### src/rtl/uart_cmd_master_if.sv
// Command/response handshake bundle for uart_cmd_master.
// The master modport belongs to the host logic that issues commands.
// The slave modport belongs to the UART bridge that serves them.
interface uart_cmd_master_if;
  logic [15:0] cmd;
  logic        snd_cmd;
  logic        tx_busy;
  logic        cmd_cmplt;
  logic [7:0]  resp;
  logic        resp_rdy;
  logic        clr_resp_rdy;
  logic        resp_timeout;

  modport master (
    output cmd, snd_cmd, clr_resp_rdy,
    input  tx_busy, cmd_cmplt, resp, resp_rdy, resp_timeout
  );

  modport slave (
    input  cmd, snd_cmd, clr_resp_rdy,
    output tx_busy, cmd_cmplt, resp, resp_rdy, resp_timeout
  );
endinterface

### src/rtl/uart_cmd_master.sv
// uart_cmd_master: host end of the command/response UART link.
// The transmit path sends a 16-bit command as two 8N1 frames, high byte first.
// The receive path collects single-byte responses.
// Optional macro RESP_TIMEOUT_EN adds a response timeout counter.
// Without that macro, resp_timeout is tied low.
module uart_cmd_master #(
  parameter int BAUD_DIV       = 108,
  parameter int TIMEOUT_CYCLES = 2000000
) (
  input  logic              clk,
  input  logic              rst,
  uart_cmd_master_if.slave  bus,
  input  logic              RX,
  output logic              TX
);

  localparam int            CW        = $clog2(BAUD_DIV);
  localparam logic [CW-1:0] BAUD_LAST = CW'(BAUD_DIV - 1);
  localparam logic [CW-1:0] BAUD_HALF = CW'(BAUD_DIV / 2);

  typedef enum logic [1:0] {TX_IDLE, TX_SEND_HI, TX_SEND_LO} tx_state_t;
  typedef enum logic [1:0] {RX_IDLE, RX_START, RX_DATA, RX_STOP} rx_state_t;

  // ---------------- transmit path ----------------
  tx_state_t     tx_state, tx_next;
  logic [CW-1:0] tx_cnt;
  logic [3:0]    tx_bit;
  // Both frames, low-byte frame in the upper half. This register also serves
  // as the command hold register.
  logic [19:0]   tx_frame;
  logic          tx_tc, tx_byte_done, tx_start, tx_done;
  logic          tx_busy_q, cmd_cmplt_q;

  assign tx_tc        = (tx_cnt == BAUD_LAST);
  assign tx_byte_done = tx_tc && (tx_bit == 4'd9);
  assign TX           = tx_frame[0];

  // TX state register
  // NOTE: sequential state is assigned with <= so every flop samples pre-edge values.
  always_ff @(posedge clk) begin
    if (rst) tx_state <= TX_IDLE;
    else     tx_state <= tx_next;
  end

  // TX next-state logic: accept a command in idle, then step through the two frames
  // NOTE: every always_comb output gets a default first, so no latch is inferred.
  always_comb begin
    tx_next  = tx_state;
    tx_start = 1'b0;
    tx_done  = 1'b0;
    unique case (tx_state)
      TX_IDLE: if (bus.snd_cmd) begin
        tx_next  = TX_SEND_HI;
        tx_start = 1'b1;
      end
      TX_SEND_HI: if (tx_byte_done) tx_next = TX_SEND_LO;
      TX_SEND_LO: if (tx_byte_done) begin
        tx_next = TX_IDLE;
        tx_done = 1'b1;
      end
      default: tx_next = TX_IDLE;
    endcase
  end

  // TX datapath: load both frames, then shift right once per bit period, filling with idle 1s
  always_ff @(posedge clk) begin
    if (rst) begin
      tx_frame    <= '1;
      tx_cnt      <= '0;
      tx_bit      <= '0;
      tx_busy_q   <= 1'b0;
      cmd_cmplt_q <= 1'b0;
    end else if (tx_start) begin
      tx_frame    <= {1'b1, bus.cmd[7:0], 1'b0, 1'b1, bus.cmd[15:8], 1'b0};
      tx_cnt      <= '0;
      tx_bit      <= '0;
      tx_busy_q   <= 1'b1;
      cmd_cmplt_q <= 1'b0;
    end else if (tx_state != TX_IDLE) begin
      tx_cnt <= tx_tc ? '0 : tx_cnt + 1'b1;
      if (tx_tc) begin
        tx_frame <= {1'b1, tx_frame[19:1]};
        tx_bit   <= tx_byte_done ? 4'd0 : tx_bit + 1'b1;
      end
      if (tx_done) begin
        tx_busy_q   <= 1'b0;
        cmd_cmplt_q <= 1'b1;
      end
    end
  end

  assign bus.tx_busy   = tx_busy_q;
  assign bus.cmd_cmplt = cmd_cmplt_q;

  // ---------------- receive path ----------------
  rx_state_t     rx_state, rx_next;
  logic          rx_s1, rx_s2, rx_prev;
  logic [CW-1:0] rx_cnt;
  logic [2:0]    rx_bit;
  logic [7:0]    rx_shift;
  logic          rx_fall, rx_half, rx_tc, rx_good;
  logic [7:0]    resp_q;
  logic          resp_rdy_q;

  assign rx_fall = rx_prev & ~rx_s2;
  assign rx_half = (rx_cnt == BAUD_HALF);
  assign rx_tc   = (rx_cnt == BAUD_LAST);

  // RX synchronizer and edge-detect stage, preset to the idle-high line level
  always_ff @(posedge clk) begin
    if (rst) begin
      rx_s1   <= 1'b1;
      rx_s2   <= 1'b1;
      rx_prev <= 1'b1;
    end else begin
      rx_s1   <= RX;
      rx_s2   <= rx_s1;
      rx_prev <= rx_s2;
    end
  end

  // RX state register
  always_ff @(posedge clk) begin
    if (rst) rx_state <= RX_IDLE;
    else     rx_state <= rx_next;
  end

  // RX next-state logic: mid-bit sampling, glitch rejection, stop-bit validation
  always_comb begin
    rx_next = rx_state;
    rx_good = 1'b0;
    unique case (rx_state)
      RX_IDLE:  if (rx_fall) rx_next = RX_START;
      RX_START: if (rx_half) rx_next = rx_s2 ? RX_IDLE : RX_DATA;
      RX_DATA:  if (rx_tc && rx_bit == 3'd7) rx_next = RX_STOP;
      RX_STOP:  if (rx_tc) begin
        rx_next = RX_IDLE;
        rx_good = rx_s2;
      end
      default:  rx_next = RX_IDLE;
    endcase
  end

  // RX bit timing: half a bit to the start midpoint, then whole bits
  always_ff @(posedge clk) begin
    if (rst) begin
      rx_cnt <= '0;
      rx_bit <= '0;
    end else begin
      unique case (rx_state)
        RX_IDLE: begin
          rx_cnt <= '0;
          rx_bit <= '0;
        end
        RX_START: rx_cnt <= rx_half ? '0 : rx_cnt + 1'b1;
        default: begin
          rx_cnt <= rx_tc ? '0 : rx_cnt + 1'b1;
          if (rx_state == RX_DATA && rx_tc) rx_bit <= rx_bit + 1'b1;
        end
      endcase
    end
  end

  // RX data shifter, LSB first
  // NOTE: a pure data register needs no reset; it is fully refilled before it is ever used.
  always_ff @(posedge clk) begin
    if (rx_state == RX_DATA && rx_tc) rx_shift <= {rx_s2, rx_shift[7:1]};
  end

  // Response register and ready flag; a completing frame wins over a clear
  always_ff @(posedge clk) begin
    if (rst) begin
      resp_q     <= 8'h00;
      resp_rdy_q <= 1'b0;
    end else if (rx_good) begin
      resp_q     <= rx_shift;
      resp_rdy_q <= 1'b1;
    end else if (bus.clr_resp_rdy || tx_start) begin
      resp_rdy_q <= 1'b0;
    end
  end

  assign bus.resp     = resp_q;
  assign bus.resp_rdy = resp_rdy_q;

  // ---------------- optional response timeout ----------------
`ifdef RESP_TIMEOUT_EN
  logic [31:0] to_cnt;
  logic        to_armed, resp_timeout_q;

  // Timeout counter: armed when a command completes, disarmed by a good frame
  always_ff @(posedge clk) begin
    if (rst) begin
      to_cnt         <= '0;
      to_armed       <= 1'b0;
      resp_timeout_q <= 1'b0;
    end else if (tx_start) begin
      to_armed       <= 1'b0;
      resp_timeout_q <= 1'b0;
    end else if (tx_done) begin
      to_cnt   <= '0;
      to_armed <= 1'b1;
    end else if (rx_good) begin
      to_armed <= 1'b0;
    end else if (to_armed && !resp_rdy_q) begin
      to_cnt <= to_cnt + 32'd1;
      if (to_cnt + 32'd1 == 32'(TIMEOUT_CYCLES)) begin
        resp_timeout_q <= 1'b1;
        to_armed       <= 1'b0;
      end
    end
  end

  assign bus.resp_timeout = resp_timeout_q;
`else
  assign bus.resp_timeout = 1'b0;
`endif

endmodule

### src/flat_wrapper.sv
// flat-port wrapper written by rule: the top's interface ports become plain ports
module uart_cmd_master_flat 
#(
  parameter int BAUD_DIV       = 108,
  parameter int TIMEOUT_CYCLES = 2000000
)
  (clk, rst, RX, TX, bus_cmd, bus_snd_cmd, bus_clr_resp_rdy, bus_tx_busy, bus_cmd_cmplt, bus_resp, bus_resp_rdy, bus_resp_timeout);
  uart_cmd_master_if bus_i ();
  input  logic clk;
  input  logic rst;
  input  logic RX;
  output logic TX;
  input wire logic [$bits(bus_i.cmd)-1:0] bus_cmd;
  input wire logic [$bits(bus_i.snd_cmd)-1:0] bus_snd_cmd;
  input wire logic [$bits(bus_i.clr_resp_rdy)-1:0] bus_clr_resp_rdy;
  output wire logic [$bits(bus_i.tx_busy)-1:0] bus_tx_busy;
  output wire logic [$bits(bus_i.cmd_cmplt)-1:0] bus_cmd_cmplt;
  output wire logic [$bits(bus_i.resp)-1:0] bus_resp;
  output wire logic [$bits(bus_i.resp_rdy)-1:0] bus_resp_rdy;
  output wire logic [$bits(bus_i.resp_timeout)-1:0] bus_resp_timeout;
  assign bus_i.cmd = bus_cmd;
  assign bus_i.snd_cmd = bus_snd_cmd;
  assign bus_i.clr_resp_rdy = bus_clr_resp_rdy;
  assign bus_tx_busy = bus_i.tx_busy;
  assign bus_cmd_cmplt = bus_i.cmd_cmplt;
  assign bus_resp = bus_i.resp;
  assign bus_resp_rdy = bus_i.resp_rdy;
  assign bus_resp_timeout = bus_i.resp_timeout;
  uart_cmd_master #(.BAUD_DIV(BAUD_DIV), .TIMEOUT_CYCLES(TIMEOUT_CYCLES)) u_core (.clk(clk), .rst(rst), .bus(bus_i), .RX(RX), .TX(TX));
endmodule
### config.mk
export PLATFORM = sky130hd
export DESIGN_NAME = uart_cmd_master_flat
export DESIGN_NICKNAME = d
export VERILOG_FILES = /design/src/rtl/uart_cmd_master_if.sv /design/src/rtl/uart_cmd_master.sv /design/src/flat_wrapper.sv
export SDC_FILE = /design/constraint.sdc
export NUM_CORES = 1
export LEC_CHECK = 0
export ABC_AREA = 0
export ABC_CLOCK_PERIOD_IN_PS = 5100
export CORE_UTILIZATION = 55
export DETAILED_ROUTE_END_ITERATION = 8
export GPL_TIMING_DRIVEN = 0
export PLACE_DENSITY = 0.88
export SYNTH_ARGS = -nofsm -noshare
export SYNTH_HDL_FRONTEND = slang
export SYNTH_SLANG_ARGS = --single-unit
export TNS_END_PERCENT = 50
### constraint.sdc
create_clock -name clk -period 5.1 [get_ports clk]
set_clock_uncertainty 0.15 [all_clocks]
set_input_delay 1.02 -clock clk [delete_from_list [all_inputs] [get_ports clk]]
set_output_delay 1.02 -clock clk [all_outputs]
set_load 0.005 [all_outputs]
[Yosys cells after proc, flatten, opt, wreduce, memory -nomap -nowiden]
Index checks and enable logic that the tools add are counted.
W data, S select, Z words.
Cells by class
  $add $sub $neg: 4
  eq/ne operators: 17
  mux-type cells: 31
  bitwise logic cells: 3
  reduce and logical (&&, ||, !) cells: 20
Operator list (number)
  $mux W19: 3
  $mux W7: 3
  $mux W2: 8
  $add A7 B1 Y7 const B: 2
  $eq A7 B7 Y1 const B: 2
  $pmux W7 S2: 1
  $ne A2 B1 Y1 const B: 6
  $reduce_bool A2 Y1: 6
  $mux W1: 11
  $reduce_and A2 Y1: 5
  $pmux W2 S4: 1
  $eq A7 B6 Y1 const B: 1
  $eq A2 B2 Y1 const B: 3
  $pmux W2 S3: 1
  $pmux W3 S2: 1
  $add A4 B1 Y4 const B: 1
  $eq A2 B1 Y1 const B: 2
  $eq A4 B4 Y1 const B: 1
  $logic_not A2 Y1: 2
  $mux W4: 1
  $reduce_and A4 Y1: 1
  $add A3 B1 Y3 const B: 1
  $eq A3 B3 Y1 const B: 1
  $logic_and A1 B1 Y1: 3
  7 further kinds: 8
Storage, ports and cells
  bits in registers: 66
  input port bits: 21
  output and inout port bits: 13
  logic and storage cells: 91

[Depth between registers and ports, before layout]
Gate-level depths: netlist (run 1).
  depth in word-level cells: 7
  mapped depth: 7

[Worst setup path after synthesis (run 1)]
OpenSTA, ideal clock, no wires.
  path kind: input-to-reg
  start: in bus_snd_cmd
  end: reg u_core.cmd_cmplt_q (netlist: u_core.bus.cmd_cmplt)
  arrival time: 1856 ps
  required time: 4835 ps
  slack: 2980 ps
  stages on the path: 4
  path buffers: 1
  cells stage by stage: nor3b_2 clkbuf_1 nor2_1 o21a_1
On the way
  word-level cells in the longest chain between the ends: 3
Ends and longest elaborated chain
  from (decl): line flat_wrapper.sv:14  | input wire logic [$bits(bus_i.snd_cmd)-1:0] bus_snd_cmd;
  $mux W1: line uart_cmd_master.sv:52  | TX_IDLE: if (bus.snd_cmd) begin
  $mux W1: line uart_cmd_master.sv:51  | unique case (tx_state)
  $reduce_or A2 Y1 (no source line)
  to (signal assigned): line uart_cmd_master.sv:72  | cmd_cmplt_q <= 1'b0;
  to (signal assigned): line uart_cmd_master.sv:78  | cmd_cmplt_q <= 1'b0;
  to (signal assigned): line uart_cmd_master.sv:87  | cmd_cmplt_q <= 1'b1;
  to (decl): line uart_cmd_master.sv:32  | logic tx_busy_q, cmd_cmplt_q;
Every way passes these cells.
A chain may end at the register's enable or synchronous reset.

[Final worst setup path (run 1)]
  start: in bus_snd_cmd
  end: reg u_core.tx_frame[16]
On the way
  word-level cells in the longest chain between the ends: 4
  elaborated cells on any way between the ends: 6
Ends and longest elaborated chain
  $mux W1 *: line uart_cmd_master.sv:52
  $mux W1 *: line uart_cmd_master.sv:51
  $reduce_bool A2 Y1 (no source line)
  $reduce_and A2 Y1 (no source line)
  to (signal assigned): line uart_cmd_master.sv:74  | tx_frame <= {1'b1, bus.cmd[7:0], 1'b0, 1'b1, bus.cmd[15:8], 1'b0};
  to (signal assigned): line uart_cmd_master.sv:82  | tx_frame <= {1'b1, tx_frame[19:1]};
  to (decl): line uart_cmd_master.sv:30  | logic [19:0] tx_frame;
Every way passes the cells marked *; elsewhere a longest branch is shown, timed or not.

==> results of run 1 <==
## flip-flops by register name, indices dropped and copies added, names as in the netlist, named ones only
register / flops
u_core.tx_frame: 19
u_core.bus.resp: 8
u_core.rx_shift: 8
u_core.rx_cnt: 7
u_core.tx_cnt: 7
u_core.tx_bit: 4
u_core.rx_bit: 3
u_core.tx_state: 2
u_core.bus.cmd_cmplt: 1
u_core.bus.resp_rdy: 1
u_core.bus.tx_busy: 1
u_core.rx_prev: 1
u_core.rx_s1: 1
u_core.rx_s2: 1
u_core.rx_state: 1
## where the power goes
| group | internal (mW) | switching [mW] | total (mW) |
|---|---|---|---|
| Sequential | 0.540 | 0.00966 | 0.550 |
| Combinational | 0.0354 | 0.0360 | 0.0714 |
| Clock | 0.218 | 0.186 | 0.404 |
## layout make-up
cell class,instances,share of cell area
flip-flops and latches,66,0.418
clock inverters,2,0.00299
plain buffers,14,0.0347
inverters,7,0.00784
clock buffers,14,0.0519
multi-input cells,201,0.363
well taps,67,0.0250
repair buffers,32,0.0956
## through the flow
stage	power (mW)	area, um2	hold WS, ns	util	setup slack (ns)
2_1_floorplan	0.601	2760	0.239	-	2.98
3_3_place_gp	0.629	3170	0.253	0.661	2.19
3_5_place_dp	0.632	3170	0.248	0.661	2.16
4_1_cts	1.03	3350	0.269	0.700	2.50
5_1_grt	1.06	3350	0.282	0.700	2.38
6_report	1.03	3350	0.267	0.700	2.50
## path summary, 6_finish.rpt
path	start	cells past startpoint	to
setup / recovery	bus_snd_cmd	6	u_core.tx_frame[16]
hold / removal	u_core.rx_s1	1	u_core.rx_s2
setup reg to reg	u_core.rx_cnt[0]	5	u_core.rx_shift[0]
hold reg to reg	u_core.rx_s1	1	u_core.rx_s2
## synthesized netlist by cell type, drive strengths merged, types with 4 or more instances
cell	number	area, um2
nor2	27	101
dfxtp	58	1160
a21oi	14	70.1
a31oi	6	43.8
inv	7	26.3
buf	7	50.1
ha	7	87.6
nand3	17	85.1
edfxtp	8	240
clkbuf	7	66.3
or2	4	25.0
mux2i	8	80.1
and3	4	26.3
a221oi	15	131
or3	4	25.0
nand2	51	191
o21ai	4	20.0
nand4	5	31.3
## cell families after synthesis
family / Yosys count
adders and majority gates: 7
muxes: 9
buffers and inverters: 21
xor gates and xnor gates: 6
AOI/OAI and AO/OA: 49
other: 1
DFF: 66
and+or+nand+nor: 129
## metal layers
layer	share of wire	GRT usage	vias to the layer above
met3	0.030	0.0483	14
met2	0.48	0.378	50
met5	0	0	-
met4	0.030	0.124	0
met1	0.46	0.295	1068
li1	-	-	1107
==> results.json, run 1 <==
{
  "status": "complete, no violations",
  "slew_headroom": 0.515,
  "slowest_delay_ns": 0.52,
  "synthAdderAreaFrac": 0.0317,
  "pin_count": 34,
  "rsz0062_at_grt": "no",
  "tightest_slew_ns": 0.725,
  "worst_skew_pair.late_latency_ns": 0.33,
  "die_w_um": 72.9,
  "syn_to_final_growth_pct": 21.3,
  "synth.distinct_cells": 47,
  "crit_family": "buffers and inverters",
  "hold_buffers": 0,
  "grt_util_all_layers": 0.234,
  "ys_warn_count": 0,
  "synth_edf_count": 8,
  "antenna_found_initial": 0,
  "synth-seq-area-share": 0.507,
  "grt_overflow_total": 0,
  "core-area_mm2": 0.00479,
  "via_per_inst": 5.56,
  "die-area_mm2": 0.00531,
  "slowest_stage": "nor3b_2",
  "critPathCaptureType": "register",
  "ys_async_sr_fraction": 0,
  "fill_cells": 377,
  "fmax_mhz": 384,
  "cts_resized": 0,
  "layout_commonest_cell": "dfxtp_1",
  "synth_area_mm2": 0.00276,
  "row_count": 25,
  "start_kind": "primary input",
  "post_drt_wl_per_cell_um": 13.8,
  "grt_pass1_wl_mm": 9.44,
  "multi_input_area_mm2": 0.00122,
  "synth-compound-area-share": 0.130,
  "fin_crit_sh": 0.510,
  "maxCapViolations": 0,
  "hpwl_mm": 3.86,
  "layout.cells.non_filler": 403,
  "min_period_ns": 2.60,
  "initialDrtViolationCount": 107,
  "clock-sinks": 66,
  "arrival_ns": 2.67,
  "worstPathCellList": "clkdlybuf4s50_1, nor3b_2, a21oi_1, buf_2, nand2_1, nand2_1",
  "max-vdd-ir-drop_mv": 0.222,
  "die_y_um": 72.9,
  "synth_xor_area_frac": 0.0190,
  "fin_nets": 359,
  "synth_cells": 288,
  "crit_path_frequent_cell": "nand2_1",
  "synth-simple-area-share": 0.226,
  "drtPass1Iterations": 4,
  "root_buffer": "clkbuf_8",
  "drv_slew": 0,
  "critical_path_class": "primary input to register",
  "cts_buffers": 9,
  "final_cell_mix": "58 x dfxtp_1, 51 x nand2_1, 32 x clkdlybuf4s50_1, 27 x nor2_1, 17 x nand3_1",
  "port_buffers": 32,
  "regArea_mm2": 0.00140,
  "syn-num-nets": 316,
  "tns_ns": 0,
  "synthMuxAreaShare": 0.0331,
  "vias": 2239,
  "finalHoldViolCount": 0,
  "placedCellCount": 387,
  "clk_path_buf_depth": 2,
  "synth.avg_cell_area_um2": 9.59,
  "rrSetupSlack_ns": 2.88,
  "place.gp.congestion": 0.871,
  "grt_pass1_vias": 2049,
  "cts.htree.levels": 3,
  "required_ns": 5.16,
  "start_util": 0.577,
  "drt_wl_total_mm": 5.58,
  "leakagePower_nw": 1.28,
  "grt_max_degree": 12,
  "power.density_mw_per_mm2": 306,
  "setup_viol": 0,
  "n_antenna_cell": 0,
  "path_max_fanout": 10,
  "worst_setup_hold_path_clk_slew_ns": 0.07,
  "cts_tree": "done",
  "cts_setup_buffers": 0,
  "hp-class": "register to register",
  "drc": 0,
  "drtAntennaViolNets": 0,
  "path_buf_inv": 2,
  "synth_top_family_by_area": "simple AND/OR/NAND/NOR gates",
  "ys.flop_type": "dfxtp_1",
  "postSynthRegisterBits": 66,
  "drive_gt1_frac": 0.104
}
Note: power is estimated with default switching activity, not from simulation.
==> run 2, diff against run 1 <==
- ABC_CLOCK_PERIOD_IN_PS: 5100 -> 2510
- clock period: 5.1 -> 2.51 ns (I/O delays scaled with it)
==> results of run 2 <==
The final DEF is identical to that of run 1. Status: complete, no violations.
Main changes from that run: setup slack after placement 2.16 ns -> 0.0912 ns; setup slack after layout 2.50 ns -> 0.285 ns; start point of the critical path bus_snd_cmd -> u_core.rx_cnt[0]; end point of the critical path u_core.tx_frame[16] -> u_core.rx_shift[0]; register-to-register setup slack 2.88 ns -> 0.29 ns; total power 1.03 mW -> 2.08 mW; worst IR drop on VDD 0.222 mV -> 0.451 mV
==> run 3, diff against run 2 <==
- CTS_CLUSTER_DIAMETER: default -> 60
- CTS_CLUSTER_SIZE: default -> 28
==> results of run 3 <==
The final DEF is identical to that of run 1. Status: complete, no violations.
Main changes from that run: setup slack after placement 2.16 ns -> 0.0912 ns; setup slack after layout 2.50 ns -> 0.285 ns; start point of the critical path bus_snd_cmd -> u_core.rx_cnt[0]; end point of the critical path u_core.tx_frame[16] -> u_core.rx_shift[0]; register-to-register setup slack 2.88 ns -> 0.29 ns; total power 1.03 mW -> 2.08 mW; worst IR drop on VDD 0.222 mV -> 0.451 mV
